### src/rtl/mycpu_pkg.sv
// Shared CPU types: memory-op encoding, bus size codes and exception flags.
`default_nettype none

package mycpu_pkg;

    typedef enum logic [3:0] {
        MEM_NONE = 4'd0,
        MEM_LB   = 4'd1,
        MEM_LBU  = 4'd2,
        MEM_LH   = 4'd3,
        MEM_LHU  = 4'd4,
        MEM_LW   = 4'd5,
        MEM_LWL  = 4'd6,
        MEM_LWR  = 4'd7,
        MEM_SB   = 4'd8,
        MEM_SH   = 4'd9,
        MEM_SW   = 4'd10,
        MEM_SWL  = 4'd11,
        MEM_SWR  = 4'd12
    } mem_op_t;

    localparam logic [1:0] SIZE_BYTE = 2'd0;
    localparam logic [1:0] SIZE_HALF = 2'd1;
    localparam logic [1:0] SIZE_WORD = 2'd2;

    typedef struct packed {
        logic adel;
        logic ades;
    } mem_exc_t;

    function automatic logic is_load(input mem_op_t op);
        return op inside {MEM_LB, MEM_LBU, MEM_LH, MEM_LHU, MEM_LW, MEM_LWL, MEM_LWR};
    endfunction

    function automatic logic is_store(input mem_op_t op);
        return op inside {MEM_SB, MEM_SH, MEM_SW, MEM_SWL, MEM_SWR};
    endfunction

    // Unaligned LWL/LWR/SWL/SWR are legal by construction; only natural-size ops can fault.
    function automatic logic is_misaligned(input mem_op_t op, input logic [1:0] a);
        case (op)
            MEM_LH, MEM_LHU, MEM_SH: return a[0];
            MEM_LW, MEM_SW:          return |a;
            default:                 return 1'b0;
        endcase
    endfunction

endpackage

`default_nettype wire

### src/rtl/lsu_load_align.sv
// Load result formatting: byte/half select with extension and LWL/LWR merge with old rt.
`default_nettype none

module lsu_load_align
    import mycpu_pkg::*;
(
    input  mem_op_t     op_i,
    input  logic [1:0]  offset_i,
    input  logic [31:0] mem_i,
    input  logic [31:0] rt_i,
    output logic [31:0] data_o
);

    logic [7:0]  byte_sel;
    logic [15:0] half_sel;

    always_comb begin
        byte_sel = mem_i[8*offset_i +: 8];
        half_sel = offset_i[1] ? mem_i[31:16] : mem_i[15:0];
        data_o   = '0;
        case (op_i)
            MEM_LB:  data_o = {{24{byte_sel[7]}}, byte_sel};
            MEM_LBU: data_o = {24'd0, byte_sel};
            MEM_LH:  data_o = {{16{half_sel[15]}}, half_sel};
            MEM_LHU: data_o = {16'd0, half_sel};
            MEM_LW:  data_o = mem_i;
            MEM_LWL: begin
                case (offset_i)
                    2'd0:    data_o = {mem_i[7:0],  rt_i[23:0]};
                    2'd1:    data_o = {mem_i[15:0], rt_i[15:0]};
                    2'd2:    data_o = {mem_i[23:0], rt_i[7:0]};
                    default: data_o = mem_i;
                endcase
            end
            MEM_LWR: begin
                case (offset_i)
                    2'd0:    data_o = mem_i;
                    2'd1:    data_o = {rt_i[31:24], mem_i[31:8]};
                    2'd2:    data_o = {rt_i[31:16], mem_i[31:16]};
                    default: data_o = {rt_i[31:8],  mem_i[31:24]};
                endcase
            end
            default: data_o = '0;
        endcase
    end

endmodule

`default_nettype wire

### src/rtl/memory_lsu.sv
// Load/store unit: one op at a time through IDLE/REQ/WAIT/DONE, with alignment exceptions.
`default_nettype none

module memory_lsu
    import mycpu_pkg::*;
(
    input  logic        clk,
    input  logic        reset,
    input  logic        in_valid,
    output logic        in_ready,
    input  mem_op_t     in_op,
    input  logic [31:0] in_addr,
    input  logic [31:0] in_wdata,
    input  logic [31:0] in_rt_old,
    output logic        dreq_valid,
    output logic [31:0] dreq_addr,
    output logic [1:0]  dreq_size,
    output logic [3:0]  dreq_strobe,
    output logic [31:0] dreq_data,
    input  logic        dresp_addr_ok,
    input  logic        dresp_data_ok,
    input  logic [31:0] dresp_data,
    output logic        out_valid,
    input  logic        out_ready,
    output logic [31:0] out_data,
    output logic        out_exc_adel,
    output logic        out_exc_ades,
    output logic [31:0] out_badvaddr
);

    typedef enum logic [1:0] {
        S_IDLE = 2'd0,
        S_REQ  = 2'd1,
        S_WAIT = 2'd2,
        S_DONE = 2'd3
    } state_t;

    state_t      state_q, state_d;
    mem_op_t     op_q, op_d;
    logic [31:0] addr_q, addr_d;
    logic [31:0] wdata_q, wdata_d;
    logic [31:0] rt_old_q, rt_old_d;
    logic [31:0] rdata_q, rdata_d;
    mem_exc_t    exc_q, exc_d;

    logic [1:0]  a;
    logic [4:0]  swl_shamt;
    logic [31:0] load_data;

    always_ff @(posedge clk or posedge reset) begin
        if (reset) begin
            state_q  <= S_IDLE;
            op_q     <= MEM_NONE;
            addr_q   <= '0;
            wdata_q  <= '0;
            rt_old_q <= '0;
            rdata_q  <= '0;
            exc_q    <= '0;
        end else begin
            state_q  <= state_d;
            op_q     <= op_d;
            addr_q   <= addr_d;
            wdata_q  <= wdata_d;
            rt_old_q <= rt_old_d;
            rdata_q  <= rdata_d;
            exc_q    <= exc_d;
        end
    end

    always_comb begin
        state_d    = state_q;
        op_d       = op_q;
        addr_d     = addr_q;
        wdata_d    = wdata_q;
        rt_old_d   = rt_old_q;
        rdata_d    = rdata_q;
        exc_d      = exc_q;
        in_ready   = 1'b0;
        dreq_valid = 1'b0;
        out_valid  = 1'b0;
        case (state_q)
            S_IDLE: begin
                in_ready = 1'b1;
                if (in_valid) begin
                    op_d     = in_op;
                    addr_d   = in_addr;
                    wdata_d  = in_wdata;
                    rt_old_d = in_rt_old;
                    rdata_d  = '0;
                    exc_d    = '0;
                    if (in_op == MEM_NONE) begin
                        state_d = S_DONE;
                    end else if (is_misaligned(in_op, in_addr[1:0])) begin
                        exc_d.adel = is_load(in_op);
                        exc_d.ades = is_store(in_op);
                        state_d    = S_DONE;
                    end else begin
                        state_d = S_REQ;
                    end
                end
            end
            S_REQ: begin
                dreq_valid = 1'b1;
                if (dresp_addr_ok) begin
                    if (dresp_data_ok) begin
                        rdata_d = dresp_data;
                        state_d = S_DONE;
                    end else begin
                        state_d = S_WAIT;
                    end
                end
            end
            S_WAIT: begin
                if (dresp_data_ok) begin
                    rdata_d = dresp_data;
                    state_d = S_DONE;
                end
            end
            S_DONE: begin
                out_valid = 1'b1;
                if (out_ready) begin
                    state_d = S_IDLE;
                end
            end
            default: state_d = S_IDLE;
        endcase
    end

    // Request fields are held at zero outside REQ so the bus sees clean idle values.
    always_comb begin
        a           = addr_q[1:0];
        swl_shamt   = {2'd3 - a, 3'b000};
        dreq_addr   = '0;
        dreq_size   = SIZE_BYTE;
        dreq_strobe = 4'b0000;
        dreq_data   = '0;
        if (state_q == S_REQ) begin
            dreq_addr = addr_q;
            case (op_q)
                MEM_LB, MEM_LBU: dreq_size = SIZE_BYTE;
                MEM_LH, MEM_LHU: dreq_size = SIZE_HALF;
                MEM_LW:          dreq_size = SIZE_WORD;
                MEM_LWL, MEM_LWR: begin
                    dreq_size = SIZE_WORD;
                    dreq_addr = {addr_q[31:2], 2'b00};
                end
                MEM_SB: begin
                    dreq_size   = SIZE_BYTE;
                    dreq_strobe = 4'b0001 << a;
                    dreq_data   = {4{wdata_q[7:0]}};
                end
                MEM_SH: begin
                    dreq_size   = SIZE_HALF;
                    dreq_strobe = 4'b0011 << a;
                    dreq_data   = {2{wdata_q[15:0]}};
                end
                MEM_SW: begin
                    dreq_size   = SIZE_WORD;
                    dreq_strobe = 4'b1111;
                    dreq_data   = wdata_q;
                end
                MEM_SWL: begin
                    dreq_size   = SIZE_WORD;
                    dreq_addr   = {addr_q[31:2], 2'b00};
                    dreq_strobe = 4'b1111 >> (2'd3 - a);
                    dreq_data   = wdata_q >> swl_shamt;
                end
                MEM_SWR: begin
                    dreq_size   = SIZE_WORD;
                    dreq_addr   = {addr_q[31:2], 2'b00};
                    dreq_strobe = 4'b1111 << a;
                    dreq_data   = wdata_q << {a, 3'b000};
                end
                default: dreq_addr = '0;
            endcase
        end
    end

    lsu_load_align u_load_align (
        .op_i     (op_q),
        .offset_i (addr_q[1:0]),
        .mem_i    (rdata_q),
        .rt_i     (rt_old_q),
        .data_o   (load_data)
    );

    always_comb begin
        out_data     = '0;
        out_exc_adel = 1'b0;
        out_exc_ades = 1'b0;
        out_badvaddr = '0;
        if (state_q == S_DONE) begin
            out_exc_adel = exc_q.adel;
            out_exc_ades = exc_q.ades;
            if (exc_q.adel || exc_q.ades) begin
                out_badvaddr = addr_q;
            end else if (is_load(op_q)) begin
                out_data = load_data;
            end
        end
    end

endmodule

`default_nettype wire

### config.mk
export PLATFORM = sky130hd
export DESIGN_NAME = memory_lsu
export DESIGN_NICKNAME = d
export VERILOG_FILES = /design/src/rtl/mycpu_pkg.sv /design/src/rtl/lsu_load_align.sv /design/src/rtl/memory_lsu.sv
export SDC_FILE = /design/constraint.sdc
export NUM_CORES = 1
export LEC_CHECK = 0
export CAP_MARGIN = 25
export CORE_MARGIN = 2
export CORE_UTILIZATION = 53
export CTS_BUF_LIST = sky130_fd_sc_hd__clkbuf_2
export CTS_CLUSTER_DIAMETER = 80
export DETAILED_ROUTE_END_ITERATION = 7
export PLACE_DENSITY_LB_ADDON = 0.12
export SLEW_MARGIN = 20
export SYNTH_ARGS = -nofsm -noshare
export SYNTH_HDL_FRONTEND = slang
export SYNTH_SLANG_ARGS = --single-unit
export TNS_END_PERCENT = 50
### constraint.sdc
create_clock -name clk -period 8.2 [get_ports clk]
set_input_delay 1.64 -clock clk [delete_from_list [all_inputs] [get_ports clk]]
set_output_delay 1.64 -clock clk [all_outputs]
set_load 0.05 [all_outputs]
Yosys cells after proc, flatten, opt, wreduce, memory -nomap -nowiden --
Index checks and enable logic that the tools add are counted.
Word-level totals: register bits 136, input port bits 138, output and inout bits 139, word-level logic and storage cells 107
Operators by class: add/sub/neg operators 1, equality and inequality tests 33, shifts and indexed selects 7, muxes and demuxes 40, reductions and logical operators 18
Operators with widths (count):
- $mux 32 | 10
- $pmux 32 s3 | 3
- $pmux 32 s7 | 1
- $pmux 32 s5 | 1
- $pmux 32 s2 | 1
- $eq 4x4->1 const B | 10
- $eq 4x3->1 const B | 8
- $shiftx 32x6->8 | 1
- $shl 32x5->32 | 1
- $shr 32x5->32 | 1
- $pmux 4 s5 | 1
- $mux 2 | 9
- $eq 4x2->1 const B | 4
- $mux 16 | 1
- $reduce_bool 7->1 | 2
- $mux 1 | 9
- $eq 4x1->1 const B | 2
- $ne 2x2->1 const B | 4
- $pmux 2 s4 | 1
- $reduce_or 8->1 | 1
- $eq 2x2->1 const B | 3
- $reduce_or 3->1 | 2
- $reduce_or 6->1 | 1
- $reduce_bool 5->1 | 1
- 18 further kinds | 21

Depth between registers and ports, before layout --
depth after elaboration 10, depth in mapped cells 9

By module --
From an unflattened synthesis, not the netlist that was laid out.
Unflattened totals: cell total of the unflattened synthesis 969, area total of the unflattened synthesis 9465.3 µm²
Modules (own cells, without submodules):
- memory_lsu | times used 1, cells each 723, area an instance 7671.1 µm²
- lsu_load_align | times used 1, cells each 246, area an instance 1794.2 µm²

Worst setup path after synthesis --
No wires, ideal clock.
path type flip-flop to output port, start reg state_q[1], end out dreq_strobe[1], arrival 2.962 ns, required time 6.560 ns, slack 3.598 ns, cell stages (with the launch flop) 7, cell sequence dfrtp_1 inv_1 ha_1 inv_1 or3_1 buf_2 a311oi_1
On the way: longest elaborated chain between the ends 2
Ends and longest elaborated chain:
- start, declared | line memory_lsu.sv:38 | state_t state_q, state_d;
- start signal, assigned | line memory_lsu.sv:60 | state_q <= state_d;
- $eq 2x1->1 | line memory_lsu.sv:137 | if (state_q == S_REQ) begin
- $mux 4 | line memory_lsu.sv:137
- end, declared | line memory_lsu.sv:18 | output logic [3:0] dreq_strobe,
Every way passes these cells.

Final worst setup path --
start reg op_q[3], end out dreq_data[31]
On the way: longest elaborated chain between the ends 3, elaborated cells on any way between the ends 7
Ends and longest elaborated chain:
- start, declared | line memory_lsu.sv:39 | mem_op_t op_q, op_d;
- start signal, assigned | line memory_lsu.sv:61 | op_q <= op_d;
- $eq 4x4->1 | line memory_lsu.sv:139 | case (op_q)
- $pmux 32 s5 (*) | line memory_lsu.sv:139
- $mux 32 (*) | line memory_lsu.sv:137
- end, declared | line memory_lsu.sv:19 | output logic [31:0] dreq_data,
Mark *: on every way between the ends. The rest lies on a longest branch, timed or not.

==> results.yml <==
status:
  run_status: "completed"
run:
  maxCapViolCount: 0
logic_synthesis:
  mappedNetlistArea_um2: 9360
  synth_area_per_cell_um2: 9.85
  postSynthNetCount: 1092
  synthFlopType: "sky130_fd_sc_hd__dfrtp_1"
  ys_seq_area_frac: 0.364
  synth_register_bits: 136
  count_of_different_cell_masters_after_synthesis: 64
  postSynth.asyncResetShare: 1.00
  synth_cells: 950
  synthesis.yosys.warnings: 0
  number_of_enable_flip_flop_cells_after_synthesis: 0
cts:
  post_cts_resize_count: 0
  clk_latency_ns: 0.73
  clock_sinks: 136
  cts_hold_buffers: 0
  cts-root-to-sink-buffers: 2
  post_cts_buffers: 0
  cts.htree.levels: 4
  clkSlewWorstSetupHoldPaths_ns: 0.24
  tritoncts: "done"
  tritoncts.num_buffers: 17
  cts_root_buffer: "sky130_fd_sc_hd__clkbuf_2"
global_routing:
  grt_util_all_layers: 0.314
  grt_start_max_net_pins: 80
  total_overflow_reported_by_the_global_router: 0
  wire_length_of_the_first_global_routing_pass_mm: 45.5
  via_count_of_the_first_global_routing_pass: 8192
  grt_antenna_before_repair: 0
power:
  static-leakage-power_nw: 4.90
  seq_power_share: 0.313
  share_clk_of_total_power: 0.093
  combinationalPowerShare: 0.594
  vdd_ir_drop_max_mv: 0.389
  net-switching-power_mw: 2.45
  power_density_nw_per_um2: 387
  sw_frac_of_total: 0.509
  cell_internal_pwr_mw: 2.36
route:
  routed_wire_length_per_instance_um: 21.0
  remaining_drc_errors: 0
  drt_iter0_drc: 976
  postRouteAntennaNets: 0
  route.final.wire_length_mm: 29.6
  detailroute.via_count: 8832
  detail_route.first_pass.iterations: 6
  via_per_inst: 6.26
timing:
  setup-violations-final: 0
  setup_slack_ns: 2.18
  fmaxAchievable_mhz: 166
  final-max-slew-violation-count: 0
  slew_headroom: 0.342
  fin_tns_setup_ns: 0
  unrepaired_setup_endpoints_after_global_routing: "false"
  worstMarginPinSlew_ns: 0.985
  final.setup_skew_ns: 0.0338
  finalCritPeriodShare: 0.734
  hold_violations: 0
  final.min_clock_period_ns: 6.02
floorplan:
  die_w_um: 137
  floorplan.die_area_um2: 18700
  die_h_um: 137
  initial_cell_density_of_the_core: 0.541
  floorplan.core_area_um2: 17300
  core.rowCount: 48
  num_io_pins: 277
setup_path:
  end_kind: "primary output"
  cp_data_required_time_ns: 6.56
  maximum_fanout_along_the_worst_path: 20
  timing.setup.critical_path_class: "reg -> out"
  cp_data_arrival_time_ns: 4.38
  critical_path.startpoint_type: "register"
  ff2ff_path_depth: 6
  startpoint_of_the_most_critical_register_to_register_path: "state_q[0]"
  worst_r2r_endpoint: "wdata_q[29]"
  r2r_setup_slack_ns: 5.68
worst_hold_path:
  hold_start: "exc_q[0]"
  timing.hold.worst.class: "reg -> reg"
  worst_hold_path.num_cells: 2
  hold_end: "exc_q[0]"
place:
  pre_cts_ws_ns: 2.74
  area_after_dpl_um2: 12100
  globalplace.congestion: 0.945
  hpwl_mm: 21.0
  portBuffers: 276
layout:
  n_antenna_cell: 0
  nNetsFinal: 1314
  most-common-layout-cells: "sky130_fd_sc_hd__clkdlybuf4s50_1, sky130_fd_sc_hd__dfrtp_1, sky130_fd_sc_hd__mux2_2"
  drive_gt1_frac: 0.188
  final_common_cell: "sky130_fd_sc_hd__clkdlybuf4s50_1"
  fin_area_um2: 12400
  layout.filler_cells: 1356
  area.growth.synth_to_final_pct: 32.6
  postLayoutCoreUtil: 0.718
-- flip-flops by register name, summed over array words and instances (netlist names) --
signal	count
rdata_q	32
exc_q	2
state_q	2
addr_q	32
wdata_q	32
rt_old_q	32
op_q	4
-- layer usage --
layer  routed length, um  global-route usage  vias up  part of all wire
met3                3530              0.0919       54              0.12
met2               13200               0.460      534              0.45
li1                    -                   -     3975                 -
met1               12300               0.456     4269              0.41
met4                 600              0.0819        0             0.020
met5                   0                   0        -                 0
-- worst max path at each step --
stage                  from  slack (ns)       endpoint
floorplan             reset        2.92      addr_q[0]
global placement    op_q[0]        2.87   dreq_data[9]
detailed placement  op_q[0]        2.74  dreq_data[10]
CTS                 op_q[0]        1.87  dreq_data[10]
global route        op_q[3]        1.96  dreq_data[31]
finish              op_q[3]        2.18  dreq_data[31]
-- power groups by stage --
stage	registers, mW	logic [mW]	clock network, mW
detailed placement	1.49	2.80	0
finish	1.50	2.85	0.447
CTS	1.48	2.82	0.457
floorplan	1.23	2.28	0
global route	1.55	3.06	0.483
global placement	1.48	2.75	0
-- critical path: stages, from the launching register on --
cell and delay (ns):
sky130_fd_sc_hd__dfrtp_1 0.84, sky130_fd_sc_hd__nor2b_1 0.73, sky130_fd_sc_hd__nand2_1 0.11, sky130_fd_sc_hd__a21oi_1 0.68
sky130_fd_sc_hd__a222oi_1 0.26, sky130_fd_sc_hd__nor2_1 0.18, sky130_fd_sc_hd__clkdlybuf4s50_1 0.84
-- synthesized netlist by cell type (all sizes together), types with 21 or more instances --
library cell  instances  share of area
a21oi                56          0.033
a22oi                32          0.029
a31oi                21          0.014
and2                 37          0.025
buf                  54          0.034
clkbuf               34          0.014
dfrtp               136           0.36
mux2                129           0.16
mux2i                33          0.035
nand2               118          0.047
nand3                48          0.026
nor2                 33          0.014
nor2b                37          0.025
-- logic make-up after synthesis --
kind of cell	Yosys count	synth area share
AO/OA/AOI/OAI	228	0.183
XOR/XNOR	1	0.000936
adder cells (fa/ha/maj)	4	0.00535
buffers and inverters	101	0.0531
flip-flops	136	0.364
multiplexers	179	0.233
AND/OR/NAND/NOR	301	0.161
-- area by class of cell --
cell class              count  area [um^2]  area share
multi-input cells         713         5480       0.441
flip-flops and latches    136         3410       0.275
repair buffers            291         2920       0.235
clock inverters            15          184      0.0148
inverters                  13         53.8     0.00433
well taps                 225          282      0.0227
clock buffers              17         85.1     0.00685
-- through the flow --
| step | power [mW] | hold WS, ns | cells |
|---|---|---|---|
| 6_report | 4.80 | 0.540 | 1410 |
| 5_1_grt | 5.09 | 0.552 | 1410 |
| 3_3_place_gp | 4.22 | 0.491 | 1374 |
| 4_1_cts | 4.75 | 0.539 | 1408 |
| 3_5_place_dp | 4.29 | 0.495 | 1376 |
| 2_1_floorplan | 3.50 | 0.458 | 950 |
No activity file was read; power rests on OpenSTA's default activity.
